**src/rtl/sha256_nonce_scheduler.sv**
```systemverilog
// Walks a nonce range through one sha256_pipeline and reports every hash below the job target.
// Define SHA_SCHED_HASH_CNT_EN to add a saturating 48-bit hash_count output.
module sha256_nonce_scheduler #(
    parameter int NONCE_LSB      = 0,
    parameter int TIMEOUT_CYCLES = 256
) (
    input  logic         clk,
    input  logic         rst,
    input  logic         job_valid,
    output logic         job_ready,
    input  logic [511:0] job_block,
    input  logic [255:0] job_target,
    input  logic [31:0]  nonce_start,
    input  logic [31:0]  nonce_end,
    input  logic         abort,
    output logic         core_start,
    output logic [511:0] core_block,
    input  logic [255:0] core_hash,
    input  logic         core_done,
    output logic         found_valid,
    input  logic         found_ready,
    output logic [31:0]  found_nonce,
    output logic [255:0] found_hash,
    output logic         exhausted,
    output logic         timeout_err,
    output logic         busy,
`ifdef SHA_SCHED_HASH_CNT_EN
    output logic [47:0]  hash_count,
`endif
    output logic [2:0]   state_dbg
);

    // Job and found channels transfer on the rising edge where valid && ready are both high;
    // the offering side holds valid and its payload steady until that edge.
    typedef enum logic [2:0] {
        S_IDLE   = 3'd0,
        S_LAUNCH = 3'd1,
        S_WAIT   = 3'd2,
        S_CHECK  = 3'd3,
        S_FOUND  = 3'd4,
        S_DRAIN  = 3'd5
    } state_t;

    state_t         state_q, state_n;
    logic [511:0]   blk_q;
    logic [255:0]   target_q;
    logic [255:0]   hash_q;
    logic [31:0]    nonce_q;
    logic [31:0]    end_q;
    logic [15:0]    wd_q;
    logic           exh_q, exh_n, exh_c;
    logic           accept, nonce_inc, hash_take;
    logic           hit, last, wd_expired;

    assign hit        = hash_q < target_q;
    assign last       = nonce_q == end_q;
    assign wd_expired = wd_q == 16'(TIMEOUT_CYCLES - 1);

    always_ff @(posedge clk) begin
        if (rst) begin
            state_q  <= S_IDLE;
            blk_q    <= '0;
            target_q <= '0;
            hash_q   <= '0;
            nonce_q  <= '0;
            end_q    <= '0;
            wd_q     <= '0;
            exh_q    <= 1'b0;
        end else begin
            state_q <= state_n;
            exh_q   <= exh_n;
            if (accept) begin
                blk_q    <= job_block;
                target_q <= job_target;
                end_q    <= nonce_end;
                nonce_q  <= nonce_start;
            end
            if (nonce_inc) nonce_q <= nonce_q + 32'd1;
            if (state_q == S_LAUNCH)
                wd_q <= '0;
            else if (state_q == S_WAIT || state_q == S_DRAIN)
                wd_q <= wd_q + 16'd1;
            if (hash_take) hash_q <= core_hash;
        end
    end

    always_comb begin
        state_n     = state_q;
        core_start  = 1'b0;
        timeout_err = 1'b0;
        exh_c       = 1'b0;
        exh_n       = 1'b0;
        accept      = 1'b0;
        nonce_inc   = 1'b0;
        hash_take   = 1'b0;
        if (!rst) begin
            case (state_q)
                S_IDLE: begin
                    if (job_valid) begin
                        accept  = 1'b1;
                        state_n = S_LAUNCH;
                    end
                end
                // An abort here suppresses the start so no core_done can follow.
                S_LAUNCH: begin
                    if (abort) state_n = S_IDLE;
                    else begin
                        core_start = 1'b1;
                        state_n    = S_WAIT;
                    end
                end
                S_WAIT: begin
                    if (abort) state_n = S_DRAIN;
                    else if (core_done) begin
                        hash_take = 1'b1;
                        state_n   = S_CHECK;
                    end else if (wd_expired) begin
                        timeout_err = 1'b1;
                        state_n     = S_IDLE;
                    end
                end
                S_CHECK: begin
                    if (abort) state_n = S_IDLE;
                    else if (hit) state_n = S_FOUND;
                    else if (last) begin
                        exh_c   = 1'b1;
                        state_n = S_IDLE;
                    end else begin
                        nonce_inc = 1'b1;
                        state_n   = S_LAUNCH;
                    end
                end
                // Exhaustion after a hit is reported one cycle later so it never overlaps found_valid.
                S_FOUND: begin
                    if (abort) state_n = S_IDLE;
                    else if (found_ready) begin
                        if (last) begin
                            exh_n   = 1'b1;
                            state_n = S_IDLE;
                        end else begin
                            nonce_inc = 1'b1;
                            state_n   = S_LAUNCH;
                        end
                    end
                end
                S_DRAIN: begin
                    if (core_done || wd_expired) state_n = S_IDLE;
                end
                default: state_n = S_IDLE;
            endcase
        end
    end

    always_comb begin
        core_block                    = blk_q;
        core_block[NONCE_LSB +: 32]   = nonce_q;
    end

    assign job_ready   = !rst && (state_q == S_IDLE);
    assign busy        = !rst && (state_q != S_IDLE);
    assign found_valid = !rst && (state_q == S_FOUND);
    assign exhausted   = !rst && (exh_c || exh_q);
    assign found_nonce = nonce_q;
    assign found_hash  = hash_q;
    assign state_dbg   = state_q;

`ifdef SHA_SCHED_HASH_CNT_EN
    always_ff @(posedge clk) begin
        if (rst)
            hash_count <= '0;
        else if (hash_take && hash_count != '1)
            hash_count <= hash_count + 48'd1;
    end
`endif

endmodule

```
**config.mk**
```make
export PLATFORM = sky130hd
export DESIGN_NAME = sha256_nonce_scheduler
export DESIGN_NICKNAME = d
export VERILOG_FILES = /design/src/rtl/sha256_nonce_scheduler.sv
export SDC_FILE = /design/constraint.sdc
export NUM_CORES = 2
export LEC_CHECK = 0
export CAP_MARGIN = 10
export CORE_AREA = 2 2 750 752
export CTS_BUF_LIST = sky130_fd_sc_hd__clkbuf_8
export CTS_CLUSTER_DIAMETER = 200
export DETAILED_ROUTE_END_ITERATION = 7
export DIE_AREA = 0 0 752 754
export PLACE_DENSITY = 0.3
export REMOVE_ABC_BUFFERS = 1
export SETUP_SLACK_MARGIN = 0.15
export SKIP_CTS_REPAIR_TIMING = 1
export SLEW_MARGIN = 10
export SYNTH_ARGS = -nofsm -noshare
export SYNTH_HDL_FRONTEND = slang
export SYNTH_SLANG_ARGS = --single-unit
```
**constraint.sdc**
```tcl
create_clock -name clk -period 4 [get_ports clk]
set_clock_uncertainty 0.1 [all_clocks]
set_input_delay 0.4 -clock clk [delete_from_list [all_inputs] [get_ports clk]]
set_output_delay 0.4 -clock clk [all_outputs]
set_load 0.03 [all_outputs]
```
==> summary.md <==
| Metric | Value |
|---|---|
| Peak VDD IR | `260.2 uV` |
| H-tree levels | `4` |
| Violated checks | `negative setup slack` |
| Post-synth top area share | `48.76%` |
| Util after Layout | `16.07%` |
| Seq/Total Area, Yosys | `48.76%` |
| Synth Cell Area | `44180 um2` |
| Final Cycle Share | `130.4%` |
| Top FF cell, synth | `dfxtp_1` |
| CTS tree | `yes` |
| Leak | `34.97 nW` |
| Io pins | `1903` |
| Drt wl/cell | `24.90 um` |
| Simple-gate area share of the yosys netlist | `25.54%` |
| Largest net degree at the start of global routing | `145` |
| Clock Power Share | `41.0%` |
| Xor/xnor cell area share of the yosys netlist | `0.9120%` |
| Crit-path max FO | `3` |
| Comb power frac | `23.8%` |
| DRT iter0 DRCs | `3405` |
| Iteration count of the initial detailed-routing pass | `5` |
| # nets final | `9931` |
| WP data arrival | `4.72 ns` |
| Die X | `around 750 um` |
| Starting Density | `7.901%` |
| CTS root buffer | `clkbuf_8` |
| Post-DRT Antenna Nets | `0` |
| Vias per cell | `3.201` |
| Worst slew pin tran | `about 0.99 ns` |
| RSZ-0062 raised after global routing | `yes` |
| Final hold violation count | `0` |
| Global route overflow | `0` |
| Setup TNS | `-10.02 ns` |
| Worst hold path type | `input port to flop` |
| P per Cell Area | `380.9 nW/um2` |
| Vias in the first global route | `48510` |
| Worst path required time | `3.50 ns` |
| Top-count cell post-synth | `nand2_1` |
| CP Capture Type | `output pin` |
| HPWL Detailed | `341700 um` |
| Slew margin rel. | `33.72%` |
| CTS clk-pin slew, worst paths | `0.06 ns` |
| Largest family of logic cells by synthesized area | `simple AND/OR/NAND/NOR gates` |
| Final setup violation count | `33` |
| IO Port Bufs | `1870` |
| PnR worst setup slack | `-1.216 ns` |
| EDFF count, synth | `0` |
| Fmax | `191.7 MHz` |
| Period minus WS final | `5.216 ns` |
| Worst slack, placed | `-1.220 ns` |
| Die area | `567000 um2` |
| Distinct cells, synth | `60` |
| Async SR Flop Fraction | `0%` |
| Core box area | `559100 um2` |
| Status | `finished, violations left` |
| First-pass GRT wire length | `509600 um` |
| Total CTS buffers | `241` |
| Clock Sinks | `1076` |
| Post-synthesis compound-gate area fraction | `between 10% and 20%` |
| Area contributors post-synth | `dfxtp_1, nand2_1, ha_1` |
| Max Transition Viols Final | `0` |
| DRC | `0` |
| Seq pwr share | `approximately a third` |
| Adder-cell share of the synthesized area | `7.279%` |
| Skew-Pair Late Insertion Delay | `1.13 ns` |
| Setup CP Type | `flop to output pin` |
| Setup crit start kind | `flop` |
| Mapped Cells | `5537` |
| Initial antenna violation count | `roughly 310` |
| Sw power | `between 10 and 15 mW` |
| Global-route usage over all layers | `13.57%` |
| Synthesis-to-layout area growth | `103.4%` |
| Vias post-DR | `52370` |
| CTS max path bufs | `4` |
| Maxcap violations | `0` |
| Synth top cells by count | `nand2_1, dfxtp_1, nand3_1, clkbuf_1, o21ai_0` |
| P_int | `22.68 mW` |
| Reg2reg setup slack | `-0.39 ns` |
| Mux share of post-synthesis cell area | `0.04532%` |
| #FFs+latches synth | `1076` |
| Synth area leader | `dfxtp_1` |
| Die H | `754 um` |
| Share of cells above drive strength 1 | `8.756%` |
| Switching Share | `33.73%` |
| Row Count | `between 200 and 300` |
| Synth warn | `0` |
| Avg Inst Size Synth | `approximately 8.0 um2` |
| Post-Route WL | `407300 um` |
| Routability Congestion | `0.8902` |
## per-stage QoR
| stage | cells | instance area (um2) | power [mW] | hold WS, ns |
|---|---|---|---|---|
| 2_1_floorplan | 5141 | 42560 | 15.58 | 0.3345 |
| 3_3_place_gp | 14800 | 73630 | 19.41 | 0.3422 |
| 3_5_place_dp | 14800 | 73630 | 19.37 | 0.3440 |
| 4_1_cts | 15230 | 78840 | 34.07 | -0.5669 |
| 5_1_grt | 16320 | 89740 | 35.92 | -0.00005151 |
| 6_report | 16360 | 89830 | 34.22 | 0.03692 |
## sequential cells by signal, indices dropped and copies added, names as in the netlist
register,cells
exh_q,1
found_nonce,32
wd_q,16
blk_q,480
end_q,32
target_q,256
state_dbg,3
found_hash,256
## power by group through the flow
stage | clock (mW) | sequential, mW | combinational (mW)
floorplan | 0 | 13.2 | 2.35
global placement | 0 | 12.2 | 7.17
detailed placement | 0 | 12.2 | 7.13
CTS | 14.9 | 12.0 | 7.17
global route | 15.1 | 12.1 | 8.68
finish | 14.0 | 12.0 | 8.15
## worst paths after layout
check / start / end / depth (start not counted)
setup / recovery: target_q[183] / exhausted / 16
hold / removal: job_block[289] / blk_q[289] / 3
setup reg to reg: target_q[183] / found_nonce[22] / 17
hold reg to reg: blk_q[347] / blk_q[347] / 2
## critical path: stages, from the launching register on
cell and delay, ns:
dfxtp_1 0.31, inv_1 0.05, ha_1 0.31, nand4_1 0.22
nor4_4 0.36, buf_4 0.20, nand4_1 0.18, nor4_4 0.44
buf_6 0.20, nand4_1 0.12, nor3_2 0.26, a2bb2oi_4 0.14
and3_4 0.24, nor4_4 0.14, a21oi_2 0.11, nor2_2 0.19
buf_12 0.15
## routing by layer
metal / part of all wire (%) / track usage, %
met1: 41 / 15.50
met3: 8.4 / 5.502
met4: 3.1 / 3.391
met5: 0.20 / 0
met2: 48 / 23.38
## cell type report
| class | instances | area [um2] |
|---|---|---|
| clock inverters | 118 | 860.8 |
| well taps | 7479 | 9358 |
| multi-input cells | 3796 | 20530 |
| diodes | 111 | 277.8 |
| clock buffers | 316 | 4349 |
| fillers | 63540 | 469300 |
| repair buffers | 3196 | 31890 |
| inverters | 269 | 1017 |
| flip-flops and latches | 1076 | 21560 |
## logic make-up (layout without fill, tap and decap cells)
family,Yosys count,in the layout
compound gates,793,793
xor+xnor,46,46
fa+ha+maj,257,257
buf+inv,665,3899
flops,1076,1076
mux,2,2
other cells,0,111
simple gates,2698,2698
## layout by cell type (no fill, tap or decap), types with 22 or more instances in the layout
master and count:
buf_12 49, nand3_1 578, o21ai_0 289, inv_1 340, clkinv_2 22, clkdlybuf4s50_1 1865
ha_1 251, a21oi_1 90, dfxtp_1 1065, o31ai_1 256, buf_4 263, nor2_1 67
diode_2 111, clkbuf_8 316, nand2_1 1891, dlygate4sd3_1 1008, a21o_1 40, xor2_1 41
nand4_1 56
No activity file was read; power rests on OpenSTA's default activity.
